$ cat src/rtl/route_demux4.sv
// Registered 1-to-4 demultiplexer with valid/ready handshakes and a one-entry holding register per lane.
// Optional per-lane delivery counters are enabled by defining ROUTE_DEMUX_COUNT_EN.
module route_demux4 #(
  parameter int WIDTH = 32,
  parameter int CNT_W = 16
) (
  input  logic               clk,
  input  logic               rst,
  input  logic               in_valid,
  output logic               in_ready,
  input  logic [1:0]         in_sel,
  input  logic [WIDTH-1:0]   in_data,
  output logic [3:0]         out_valid,
  input  logic [3:0]         out_ready,
  output logic [4*WIDTH-1:0] out_data,
  input  logic [1:0]         cnt_sel,
  output logic [CNT_W-1:0]   cnt_out
);

  logic [3:0]       r_valid;
  logic [WIDTH-1:0] r_data [4];
  logic             w_accept;
  logic [3:0]       w_enq;
  logic [3:0]       w_deq;

  // A draining lane can take a new word in the same cycle, so out_ready feeds in_ready directly.
  assign in_ready = ~r_valid[in_sel] | out_ready[in_sel];
  assign w_accept = in_valid & in_ready;
  assign w_enq    = {4{w_accept}} & (4'b0001 << in_sel);
  assign w_deq    = r_valid & out_ready;

  // NOTE: the data registers are reset too, so a lane reads 0 after reset instead of stale contents.
  always_ff @(posedge clk or posedge rst) begin
    if (rst) begin
      r_valid <= 4'b0000;
      for (int i = 0; i < 4; i++) r_data[i] <= '0;
    end else begin
      for (int i = 0; i < 4; i++) begin
        if (w_enq[i]) begin
          r_valid[i] <= 1'b1;
          r_data[i]  <= in_data;
        end else if (w_deq[i]) begin
          r_valid[i] <= 1'b0;
        end
      end
    end
  end

  assign out_valid = r_valid;

  for (genvar g = 0; g < 4; g++) begin : g_lane
    assign out_data[g*WIDTH +: WIDTH] = r_data[g];
  end

`ifdef ROUTE_DEMUX_COUNT_EN
  logic [CNT_W-1:0] r_cnt [4];

  always_ff @(posedge clk or posedge rst) begin
    if (rst) begin
      for (int i = 0; i < 4; i++) r_cnt[i] <= '0;
    end else begin
      for (int i = 0; i < 4; i++) begin
        if (w_deq[i]) r_cnt[i] <= r_cnt[i] + CNT_W'(1);
      end
    end
  end

  assign cnt_out = r_cnt[cnt_sel];
`else
  logic w_unused_cnt_sel;

  assign w_unused_cnt_sel = ^cnt_sel;
  assign cnt_out          = '0;
`endif

endmodule

$ cat config.mk
export PLATFORM = sky130hd
export DESIGN_NAME = route_demux4
export DESIGN_NICKNAME = d
export VERILOG_FILES = /design/src/rtl/route_demux4.sv
export SDC_FILE = /design/constraint.sdc
export NUM_CORES = 1
export LEC_CHECK = 0
export BUFFER_PORTS_ARGS = -buffer_cell sky130_fd_sc_hd__buf_2
export CAP_MARGIN = 20
export CORE_MARGIN = 2
export CORE_UTILIZATION = 49
export DETAILED_ROUTE_END_ITERATION = 8
export PLACE_DENSITY = 0.79
export RECOVER_POWER = 100
export SLEW_MARGIN = 25
export SYNTH_ARGS = -nofsm -noshare
export SYNTH_HDL_FRONTEND = slang
export SYNTH_SLANG_ARGS = --single-unit
export TNS_END_PERCENT = 30
$ cat constraint.sdc
create_clock -name clk -period 7.25 [get_ports clk]
set_clock_uncertainty 0.15 [all_clocks]
set_input_delay 2.175 -clock clk [delete_from_list [all_inputs] [get_ports clk]]
set_output_delay 2.175 -clock clk [all_outputs]
set_load 0.01 [all_outputs]
==> metrics.md, run 1 <==
| Metric | Value |
|---|---|
| Status | finished, violations left |
| Failing checks | capacitance limit, slew limit |
| Quantity of hold-fixing buffers added after cts | 0 |
| Antenna violations before repair | 0 |
| Number of DRC violations after detailed-routing iteration 0 | 124 |
| Number of warnings issued by yosys | 0 |
| Combinational Power Share | 18.1% |
| Yosys top cell by area | dfrtp_1 |
| Multi-input gate area | 1660 um2 |
| Vias per cell | 4.96 |
| Post-Route WL | 11.4 mm |
| Share of cells above drive strength 1 | 29.3% |
| Portion of total power attributed to sequential cells | 43.3% |
| Net switching power figure | 0.611 mW |
| Routability Congestion | 0.737 |
| Mean instance size in the synthesized netlist | 17.0 um2 |
| Wire length of the first global-routing pass | 17.7 mm |
| VDD IR max | 0.197 mV |
| Arrival time worst endpoint | 6010 ps |
| Crit path max-delay cell type | nor3b_1 |
| Remaining design rule violation count | 0 |
| Worst slack on hold paths | 332 ps |
| Arithmetic-cell share of the synthesized area counting full adders, half adders and majority gates | 0% |
| Clock slew at the register clock pins of the worst setup and hold paths | 60 ps |
| Core box area | 10400 um2 |
| Total routing usage reported by global routing | 20.3% |
| Synthesized instance count | 309 |
| Data required time at the worst endpoint | 7490 ps |
| Post-layout net count | 532 |
| Area Growth Syn to Fin | 22.7% |
| Period minus WS final | 5770 ps |
| CP Max Fanout | 21 |
| Cell breakdown of the critical path | buf_2, nand2b_1, nor3b_1, clkbuf_1, mux2_2 |
| Final hold violation count | 0 |
| Initial cell density of the core | 50.8% |
| Area fraction in compound gates after synthesis | 0.0950% |
| Post-synthesis cell area | 5270 um2 |
| Top-level I/O count | 192 |
| Sequential standard cell area | 3300 um2 |
| Number of CTS-inserted buffers | 17 |
| CTS root buf | clkbuf_8 |
| Skew-Pair Late Insertion Delay | 510 ps |
| Final clock period utilization by the worst path | 79.5% |
| Die area | 11600 um2 |
| Final setup violation count | 0 |
| PnR Total Power | 2.25 mW |
| Sw Share | 27.1% |
| Portion of total power attributed to the clock network | 38.7% |
| Area fraction of the dominant cell type after synthesis | 62.7% |
| R2R Setup Slk | 2870 ps |
| Setup tns final | 0 ps |
| Maximum number of pins on one net before global-route repair | 79 |
| Count of fill cells added during filler insertion | 883 |
| Synth cell types | 20 |
| Leading post-synthesis cells by cell area | dfrtp_1, mux2_2, mux2_4 |
| Number of detailed-route iterations in the first pass | 4 |
| Max-Slew Margin vs Limit | -126% |
| Gr ovfl total | 0 |
| Maximum number of buffers from clock root to sink | 2 |
| Die Span X | 108 um |
| Leak | 2.85 nW |
| Max-capacitance violation count | 6 |
| Power per unit of standard cell area | 348 nW/um2 |
| Remaining antenna violation count | 0 |
| Post-detail-place hpwl | 7.59 mm |
| Type of the worst setup path | input pin to flip-flop |
| Setup repair after global routing missed its margin | false |
| Worst path max stage delay | 1980 ps |
| Count of buffers added by post-CTS timing repair for setup | 0 |
| Vertical extent of the die | 108 um |
| Post-Synth Simple-Gate Area | 1.90% |
| Sequential area share after synthesis | 62.7% |
| TritonCTS clock tree | done |
| Dominant combinational cell family by area after synthesis | multiplexers |
| Class of the worst hold path | flip-flop to flip-flop |
| Area share of xor/xnor cells in the synthesized design | 0% |
| Multiplexer share of the synthesized area | 30.0% |
| Number of synthesized register bits | 132 |
| Number of core rows | 37 |
| Achievable frequency | 0.173 GHz |
| Average routed wire per standard cell | 17.9 um |
| Endpoint class of the critical path | flip-flop |
| Critical path startpoint category | input pin |
| Actual transition at the worst max-transition pin | 3370 ps |
| Final max-slew violation count | 177 |
| Via count | 3163 |
| Post-route core utilization | 62.3% |
| Max H-tree Level | 4 |
| Clock sink total | 132 |
| Internal portion of total power | 1.64 mW |
| PostCTS Resize Cnt | 0 |
| Antenna fix cells | 0 |
| Number of I/O port buffers | 173 |
| Vias in the first global route | 3385 |
[metal layers]
metal  vias to the layer above  GRT usage [%]  routed length (um)
met4                         0           7.78                 180
li1                       1414              -                   -
met2                       131           32.7                5730
met1                      1602           24.7                4730
met5                         -              0                   0
met3                        16           7.75                 786
[cells in the mapped netlist, drive strengths merged]
master and count:
dfrtp 132, mux2 128, buf 30, nand2 5, nand2b 4, nor2b 2
and3 1, conb 1, inv 1, mux4 1, nand3 1, nand3b 1
nor3b 1, o21ai 1
[flip-flops by register name, indices dropped and copies added (netlist names)]
| register | flops |
|---|---|
| out_data | 128 |
| out_valid | 4 |
[logic make-up after synthesis]
| group | Yosys count |
|---|---|
| multiplexers | 129 |
| buffers and inverters | 31 |
| other | 1 |
| AND/OR/NAND/NOR | 15 |
| AO/OA/AOI/OAI | 1 |
| flip-flops | 132 |
[worst paths after layout]
path | startpoint | to | depth (start not counted)
worst max-delay path | out_ready[1] | out_data[63] | 5
worst min-delay path | out_data[106] | out_data[106] | 1
worst max register to register | out_valid[1] | out_data[63] | 4
worst min register to register | out_data[106] | out_data[106] | 1
max in group asynchronous | rst | out_data[7] | 3
min in group asynchronous | rst | out_data[51] | 2
[power groups by stage]
stage / sequential (mW) / clock [mW] / combinational, mW
after detailed placement: 0.978 / 0 / 0.474
after CTS: 0.971 / 0.884 / 0.477
final: 0.974 / 0.871 / 0.407
after floorplan: 1.05 / 0 / 0.189
after global placement: 0.969 / 0 / 0.460
after global routing: 0.992 / 0.917 / 0.444
[worst max-delay path, delay by kind of cell]
kind	cells	cell delay [ps]
simple gates	2	2100
buf+inv	2	1260
mux	1	440
[cells in the final DEF, fill, tap and decap left out, types with 4 or more instances in the layout]
master     Yosys  layout
nand2_1        5       5
buf_2          1      39
mux2_4        30      12
nand2b_1       4       4
clkbuf_8       0       6
mux2_2        63      63
mux2_1        35      53
conb_1         1      16
clkbuf_1       0     138
dfrtp_1      132     132
clkbuf_16      0      16
[metrics by stage]
| stage | instances | cell area, um2 | setup slack [ps] |
|---|---|---|---|
| global route | 638 | 6460 | 1220 |
| CTS | 638 | 6750 | 1810 |
| floorplan | 324 | 5320 | 1400 |
| finish | 638 | 6460 | 1480 |
| detailed placement | 606 | 6140 | 1810 |
| global placement | 605 | 6110 | 1820 |
[layout make-up]
type | count | area share [%]
Timing Repair Buffer | 176 | 11.0
Sequential cell | 132 | 51.1
Multi-Input combinational cell | 161 | 25.7
Inverter | 1 | 0.0774
Clock inverter | 8 | 1.88
Tap cell | 136 | 2.63
Clock buffer | 24 | 7.59
Power figures use the tool's default switching activity.
==> run 2: changes to the inputs <==
--- a/config.mk
+++ b/config.mk
@@ -5,12 +5,13 @@
 export SDC_FILE = /design/constraint.sdc
 export NUM_CORES = 1
 export LEC_CHECK = 0
+export ABC_AREA = 1
 export BUFFER_PORTS_ARGS = -buffer_cell sky130_fd_sc_hd__buf_2
 export CAP_MARGIN = 20
 export CORE_MARGIN = 2
-export CORE_UTILIZATION = 49
+export CORE_UTILIZATION = 46
 export DETAILED_ROUTE_END_ITERATION = 8
-export PLACE_DENSITY = 0.79
+export PLACE_DENSITY = 0.77
 export RECOVER_POWER = 100
 export SLEW_MARGIN = 25
 export SYNTH_ARGS = -nofsm -noshare
==> constraint.sdc (replaced) <==
create_clock -name clk -period 5.15 [get_ports clk]
set_clock_uncertainty 0.15 [all_clocks]
set_input_delay 1.545 -clock clk [delete_from_list [all_inputs] [get_ports clk]]
set_output_delay 1.545 -clock clk [all_outputs]
set_load 0.01 [all_outputs]
==> metrics.md, run 2 <==
| Metric | Value |
|---|---|
| Clock slew at the register clock pins of the worst setup and hold paths | 50 ps (about the same) |
| Number of flip-flops in the largest register | 128 (unchanged) |
| Area Growth Syn to Fin | 20.8% |
| Failing checks | capacitance limit, slew limit |
| Mean instance size in the synthesized netlist | 9.15 um2 (-46%) |
| Worst min-delay path startpoint | out_data[15] |
| Vertical extent of the die | 116 um (+7.3%) |
| Antenna fix cells | 0 (unchanged) |
| Placed cell count | 923 (+52%) |
| Post-Synth Simple-Gate Area | 33.4% (+31 points) |
| Commonest cells in the synthesized netlist | nand2_1, dfrtp_1, nand4_1 |
| Number of detailed-route iterations in the first pass | 4 (unchanged) |
| Status | finished, violations left |
| Setup repair after global routing missed its margin | false |
| Clock sink total | 132 (unchanged) |
| Yosys top cell by area | dfrtp_1 |
| Gr ovfl total | 0 (unchanged) |
| CP Max Fanout | 35 (+67%) |
| VDD IR max | 0.211 mV (+6.8%) |
| Crit path max-delay cell type | clkbuf_1 |
| Number of DRC violations after detailed-routing iteration 0 | 520 (+320%) |
| Post-layout net count | 817 (+54%) |
| Share of synthesized flip-flops with an asynchronous set or reset | 100% (unchanged) |
| Commonest non-fill, non-tap cells in the layout | nand2_1, clkbuf_1, dfrtp_1 |
| Final instance area | 6910 um2 (+6.9%) |
| Max H-tree Level | 4 (unchanged) |
| Quantity of hold-fixing buffers added after cts | 0 (unchanged) |
| EDFF count, synth | 0 (unchanged) |
| Number of synthesized register bits | 132 (unchanged) |
| Source of the critical timing path | in_sel[0] |
| Actual transition at the worst max-transition pin | 2390 ps (-977 ps) |
| Leak | 3.54 nW (+24%) |
| Post-route setup slack | 483 ps (-1000 ps) |
| Area after detailed placement | 6530 um2 (+6.3%) |
| Antenna violations before repair | 0 (unchanged) |
| Multiplexer share of the synthesized area | 0% (-30 points) |
| Cell breakdown of the critical path | clkbuf_1, inv_2, nand3_1, nand2_1, nor2_1, nand2_4, clkbuf_1 |
| Post-Route WL | 16.2 mm (+42%) |
| Number of logic stages on the critical path including buffering | 7 (+2) |
| Average routed wire per standard cell | 17.0 um (-5.1%) |
| Max-capacitance violation count | 2 (-4) |
| Post-route core utilization | 57.3% (-5.0 points) |
| CTS root buf | clkbuf_16 |
| Routability Congestion | 0.821 (+11%) |
| Die Span X | 116 um (+7.3%) |
| Setup tns final | 0 ps (unchanged) |
| Count of fill cells added during filler insertion | 1154 (+31%) |
| Crit-path leading delay family | buffers and inverters |
| Remaining design rule violation count | 0 (unchanged) |
| Remaining antenna violation count | 0 (unchanged) |
| Final max-slew violation count | 119 (-33%) |
| Count of non-filler cells in the finished layout | 955 (+50%) |
| Synthesized instance count | 625 (+100%) |
| Post-synthesis cell area | 5720 um2 (+8.6%) |
| Number of I/O port buffers | 173 (unchanged) |
| Most frequently used flop master after synthesis | dfrtp_1 |
| Capture point of the worst path | in_ready |
| Arithmetic-cell share of the synthesized area counting full adders, half adders and majority gates | 0% (unchanged) |
| Skew-Pair Late Insertion Delay | 400 ps (-110 ps) |
| Endpoint class of the critical path | output pin |
| TritonCTS clock tree | done |
| Pre-CTS worst setup slack | 766 ps (-1050 ps) |
| Most repeated cell in the gate-level netlist after synthesis | nand2_1 |
| Die area | 13300 um2 (+15%) |
| R2R Setup Slk | 1950 ps (-920 ps) |
| Launch point of the worst reg-to-reg path | out_valid[1] |
| Post-detail-place hpwl | 10.2 mm (+34%) |
| Multi-input gate area | 1980 um2 (+19%) |
| Data required time at the worst endpoint | 3460 ps (-4030 ps) |
| Number of core rows | 40 (+8.1%) |
| PostCTS Resize Cnt | 0 (unchanged) |
| Worst Reg-to-Reg Cells | 10 (+6) |
| Vias per cell | 5.36 (+8.1%) |
| CP dominant cell by count | clkbuf_1 |
| Sequential area share after synthesis | 57.7% (-5.0 points) |
| Power per unit of standard cell area | 462 nW/um2 (+33%) |
| Via count | 5119 (+62%) |
| Top-level I/O count | 192 (unchanged) |
| Area share of xor/xnor cells in the synthesized design | 0% (unchanged) |
| Terminus of the critical flop-to-flop path | out_data[27] |
| Total routing usage reported by global routing | 24.7% (+4.4 points) |
| Maximum number of pins on one net before global-route repair | 100 (+27%) |
| Achievable frequency | 0.214 GHz |
| Core box area | 12100 um2 (+16%) |
| Area fraction of the dominant cell type after synthesis | 57.7% (-5.0 points) |
| Final hold violation count | 0 (unchanged) |
| Synth cell types | 18 (-10%) |
| Wire length of the first global-routing pass | 25.6 mm (+45%) |
| Leading post-synthesis cells by cell area | dfrtp_1, nand2_1, nand4_1 |
| Number of warnings issued by yosys | 0 (unchanged) |
| Vias in the first global route | 4678 (+38%) |
| Class of the worst hold path | flip-flop to flip-flop |
| Dominant combinational cell family by area after synthesis | simple AND/OR/NAND/NOR gates |
| Maximum number of buffers from clock root to sink | 2 (unchanged) |
| Critical path startpoint category | input pin |
| Worst path max stage delay | 440 ps (-1540 ps) |
| Arrival time worst endpoint | 2970 ps (-3040 ps) |
| Max-Slew Margin vs Limit | -59.4% (+66 points) |
| Final setup violation count | 0 (unchanged) |
| Initial cell density of the core | 47.4% (-3.4 points) |
| Final clock period utilization by the worst path | 90.6% |
| Period minus WS final | 4670 ps |
| Count of buffer and inverter cells on the critical path | 3 (+1) |
| Number of CTS-inserted buffers | 17 (unchanged) |
| Sequential standard cell area | 3300 um2 (unchanged) |
| Share of cells above drive strength 1 | 11.1% (-18 points) |
| Type of the worst setup path | input pin to output pin |
| Most common cell after layout, fill and taps aside | nand2_1 |
| Count of buffers added by post-CTS timing repair for setup | 0 (unchanged) |
| Area fraction in compound gates after synthesis | 0.350% (+0.25 points) |
[run 2: tightest hold or removal path: cells and delay by family, from the launching register on]
| kind | cells | cell delay (ps) |
|---|---|---|
| flip-flops | 1 | 340 |
| AND/OR/NAND/NOR | 2 | 90 |
[run 2: area by class of cell]
type	count	area share, %
flip-flops and latches	132	47.8
multi-input cells	429	28.7
repair buffers	186	11.3
clock buffers	20	6.46
well taps	168	3.04
clock inverters	12	2.26
inverters	8	0.453
[run 2: kinds of logic after synthesis]
family / count (synthesis)
AO/OA/AOI/OAI: 4
buffers and inverters: 79
flip-flops: 132
other: 1
AND/OR/NAND/NOR: 409
[run 2: worst min-delay path by stage]
stage	end	cells past startpoint	slack, ps
after floorplan	out_data[124]	2	360
after global placement	out_data[81]	2	300
after detailed placement	out_data[90]	2	300
after CTS	out_data[90]	2	320
after global routing	out_data[25]	2	340
final	out_data[15]	2	320
[run 2: stage by stage]
stage | power, mW | hold slack [ps]
after CTS | 3.27 | 318
after floorplan | 1.74 | 357
after global routing | 3.35 | 342
after global placement | 2.02 | 299
after detailed placement | 2.04 | 303
final | 3.19 | 320
[run 2: per-layer routing]
layer | GRT usage [%] | share of wire (%)
met1 | 34.7 | 43
met2 | 38.6 | 48
met3 | 5.96 | 7.3
met4 | 6.75 | 1.1
met5 | 0 | 0
[run 2: power breakdown]
group	switching (mW)	internal, mW	leakage, nW
registers	0.125	1.24	1.65
clock network	0.444	0.775	0.294
logic	0.418	0.187	1.59
==> run 3: changes to the inputs <==
--- a/config.mk
+++ b/config.mk
@@ -6,11 +6,13 @@
 export NUM_CORES = 1
 export LEC_CHECK = 0
 export ABC_AREA = 1
+export ABC_CLOCK_PERIOD_IN_PS = 5150
 export BUFFER_PORTS_ARGS = -buffer_cell sky130_fd_sc_hd__buf_2
 export CAP_MARGIN = 20
 export CORE_MARGIN = 2
 export CORE_UTILIZATION = 46
 export DETAILED_ROUTE_END_ITERATION = 8
+export GPL_TIMING_DRIVEN = 0
 export PLACE_DENSITY = 0.77
 export RECOVER_POWER = 100
 export SLEW_MARGIN = 25
==> constraint.sdc (replaced) <==
create_clock -name clk -period 5.15 [get_ports clk]
set_clock_uncertainty 0.15 [all_clocks]
set_input_delay 1.03 -clock clk [delete_from_list [all_inputs] [get_ports clk]]
set_output_delay 1.03 -clock clk [all_outputs]
set_load 0.01 [all_outputs]
==> metrics.md, run 3 (same netlist as run 2, synthesis figures left out) <==
| Metric | Value |
|---|---|
| Type of the worst setup path | input pin to output pin |
| Period minus WS final | 3710 ps (-954 ps) |
| Die area | 13300 um2 (unchanged) |
| Crit path max-delay cell type | clkbuf_1 |
| Die Span X | 116 um (unchanged) |
| Top-level I/O count | 192 (unchanged) |
| Post-route setup slack | 1440 ps (+954 ps) |
| Final max-slew violation count | 59 (-50%) |
| Final hold violation count | 0 (unchanged) |
| Post-route core utilization | 59.0% (+1.7 points) |
| PostCTS Resize Cnt | 0 (unchanged) |
| Count of non-filler cells in the finished layout | 1010 (+5.8%) |
| TritonCTS clock tree | done |
| Wire length of the first global-routing pass | 27.8 mm (+8.6%) |
| Worst path max stage delay | 410 ps (-30 ps) |
| Number of core rows | 40 (unchanged) |
| Remaining design rule violation count | 0 (unchanged) |
| Count of fill cells added during filler insertion | 1159 (+0.43%) |
| Post-layout net count | 873 (+6.9%) |
| Average routed wire per standard cell | 17.4 um (+2.6%) |
| Share of cells above drive strength 1 | 12.2% (+1.2 points) |
| Achievable frequency | 0.269 GHz (+26%) |
| Pre-CTS worst setup slack | 1900 ps (+1140 ps) |
| Clock slew at the register clock pins of the worst setup and hold paths | 50 ps (about the same) |
| Gr ovfl total | 0 (unchanged) |
| Post-detail-place hpwl | 12.2 mm (+20%) |
| CP dominant cell by count | nand2_1 |
| Count of buffers added by post-CTS timing repair for setup | 0 (unchanged) |
| Quantity of hold-fixing buffers added after cts | 0 (unchanged) |
| Remaining antenna violation count | 0 (unchanged) |
| Number of detailed-route iterations in the first pass | 5 (+1) |
| Number of I/O port buffers | 170 (-1.7%) |
| Vias per cell | 5.31 (-1.0%) |
| Maximum number of buffers from clock root to sink | 2 (unchanged) |
| Routability Congestion | 0.811 (-1.3%) |
| Critical path startpoint category | input pin |
| Max-capacitance violation count | 1 (-1) |
| Number of DRC violations after detailed-routing iteration 0 | 443 (-15%) |
| Clock sink total | 132 (unchanged) |
| Arrival time worst endpoint | 2530 ps (-440 ps) |
| Area Growth Syn to Fin | 24.3% |
| Commonest non-fill, non-tap cells in the layout | nand2_1, clkbuf_1, dfrtp_1 |
| Max-Slew Margin vs Limit | -81.4% (-22 points) |
| Vertical extent of the die | 116 um (unchanged) |
| CTS root buf | clkbuf_16 |
| Antenna fix cells | 0 (unchanged) |
| Via count | 5359 (+4.7%) |
| Sequential standard cell area | 3300 um2 (unchanged) |
| Number of flip-flops in the largest register | 128 (unchanged) |
| Initial cell density of the core | 47.4% (unchanged) |
| Count of buffer and inverter cells on the critical path | 4 (+1) |
| Multi-input gate area | 1970 um2 (-0.88%) |
| Placed cell count | 979 (+6.1%) |
| Actual transition at the worst max-transition pin | 2710 ps (+316 ps) |
| Data required time at the worst endpoint | 3970 ps (+510 ps) |
| Power per unit of standard cell area | 433 nW/um2 (-6.2%) |
| Final setup violation count | 0 (unchanged) |
| Post-Route WL | 17.6 mm (+8.5%) |
| Antenna violations before repair | 0 (unchanged) |
| Vias in the first global route | 5043 (+7.8%) |
| VDD IR max | 0.258 mV (+22%) |
| Status | finished, violations left |
| Total routing usage reported by global routing | 27.5% (+2.8 points) |
| Class of the worst hold path | flip-flop to flip-flop |
| Final clock period utilization by the worst path | 72.1% (-19 points) |
| Maximum number of pins on one net before global-route repair | 75 (-25%) |
| CP Max Fanout | 10 (-71%) |
| Setup repair after global routing missed its margin | false |
| Crit-path leading delay family | buffers and inverters |
| PnR Total Power | 3.08 mW (-3.5%) |
| Cell breakdown of the critical path | clkbuf_1, inv_1, nand2_1, nand2_1, nand2_1, clkbuf_1, buf_2 |
| Core box area | 12100 um2 (unchanged) |
| Most common cell after layout, fill and taps aside | nand2_1 |
| Skew-Pair Late Insertion Delay | 410 ps (about the same) |
| Leak | 3.65 nW (+3.3%) |
| Number of CTS-inserted buffers | 17 (unchanged) |
| Failing checks | capacitance limit, slew limit |
| Endpoint class of the critical path | output pin |
| Max H-tree Level | 4 (unchanged) |
-- run 3: worst register-to-register path, cell delays in order (launching register included) --
cell      delay (ps)
dfrtp_1          410
nand2_1           80
nand2_1           50
nand2_1           50
nand2_1           60
nand2_1          210
clkbuf_1         420
clkbuf_1         510
nand4_1          180
nand2_1          110
-- run 3: routing by layer --
layer / track usage (%) / share of wire, % / up-vias
met5: 0 / 0 / -
met4: 11.5 / 2.4 / 0
met3: 6.96 / 7.2 / 32
met2: 41.5 / 47 / 232
met1: 37.9 / 44 / 2601
li1: - / - / 2494
-- run 3: through the flow --
stage	instance area (um2)	TNS, ps	hold WS (ps)
6_report	7110	0	316
2_1_floorplan	5780	0	357
5_1_grt	7110	0	333
4_1_cts	7400	0	316
3_5_place_dp	6870	0	303
3_3_place_gp	6840	-135810	300
-- run 3: final timing paths --
kind | startpoint | depth (start not counted) | endpoint | slack [ps]
hold / removal | out_data[75] | 2 | out_data[75] | 320
setup reg to reg | out_valid[2] | 9 | out_data[56] | 2860
hold reg to reg | out_data[75] | 2 | out_data[75] | 320
min in group asynchronous | rst | 2 | out_data[14] | 1220
setup / recovery | in_sel[1] | 7 | in_ready | 1440
max in group asynchronous | rst | 2 | out_data[122] | 2400
-- run 3: area by class of cell --
type	instances	area share, %
flip-flops and latches	132	46.4
well taps	168	2.95
clock buffers	26	7.02
inverters	8	0.440
plain buffers	71	5.15
repair buffers	171	10.0
multi-input cells	429	27.6
clock inverters	5	0.352
-- run 3: power breakdown --
part	internal (mW)	switching (mW)	leakage [nW]
clock network	0.659	0.416	0.264
registers	1.24	0.121	1.65
logic	0.205	0.436	1.74
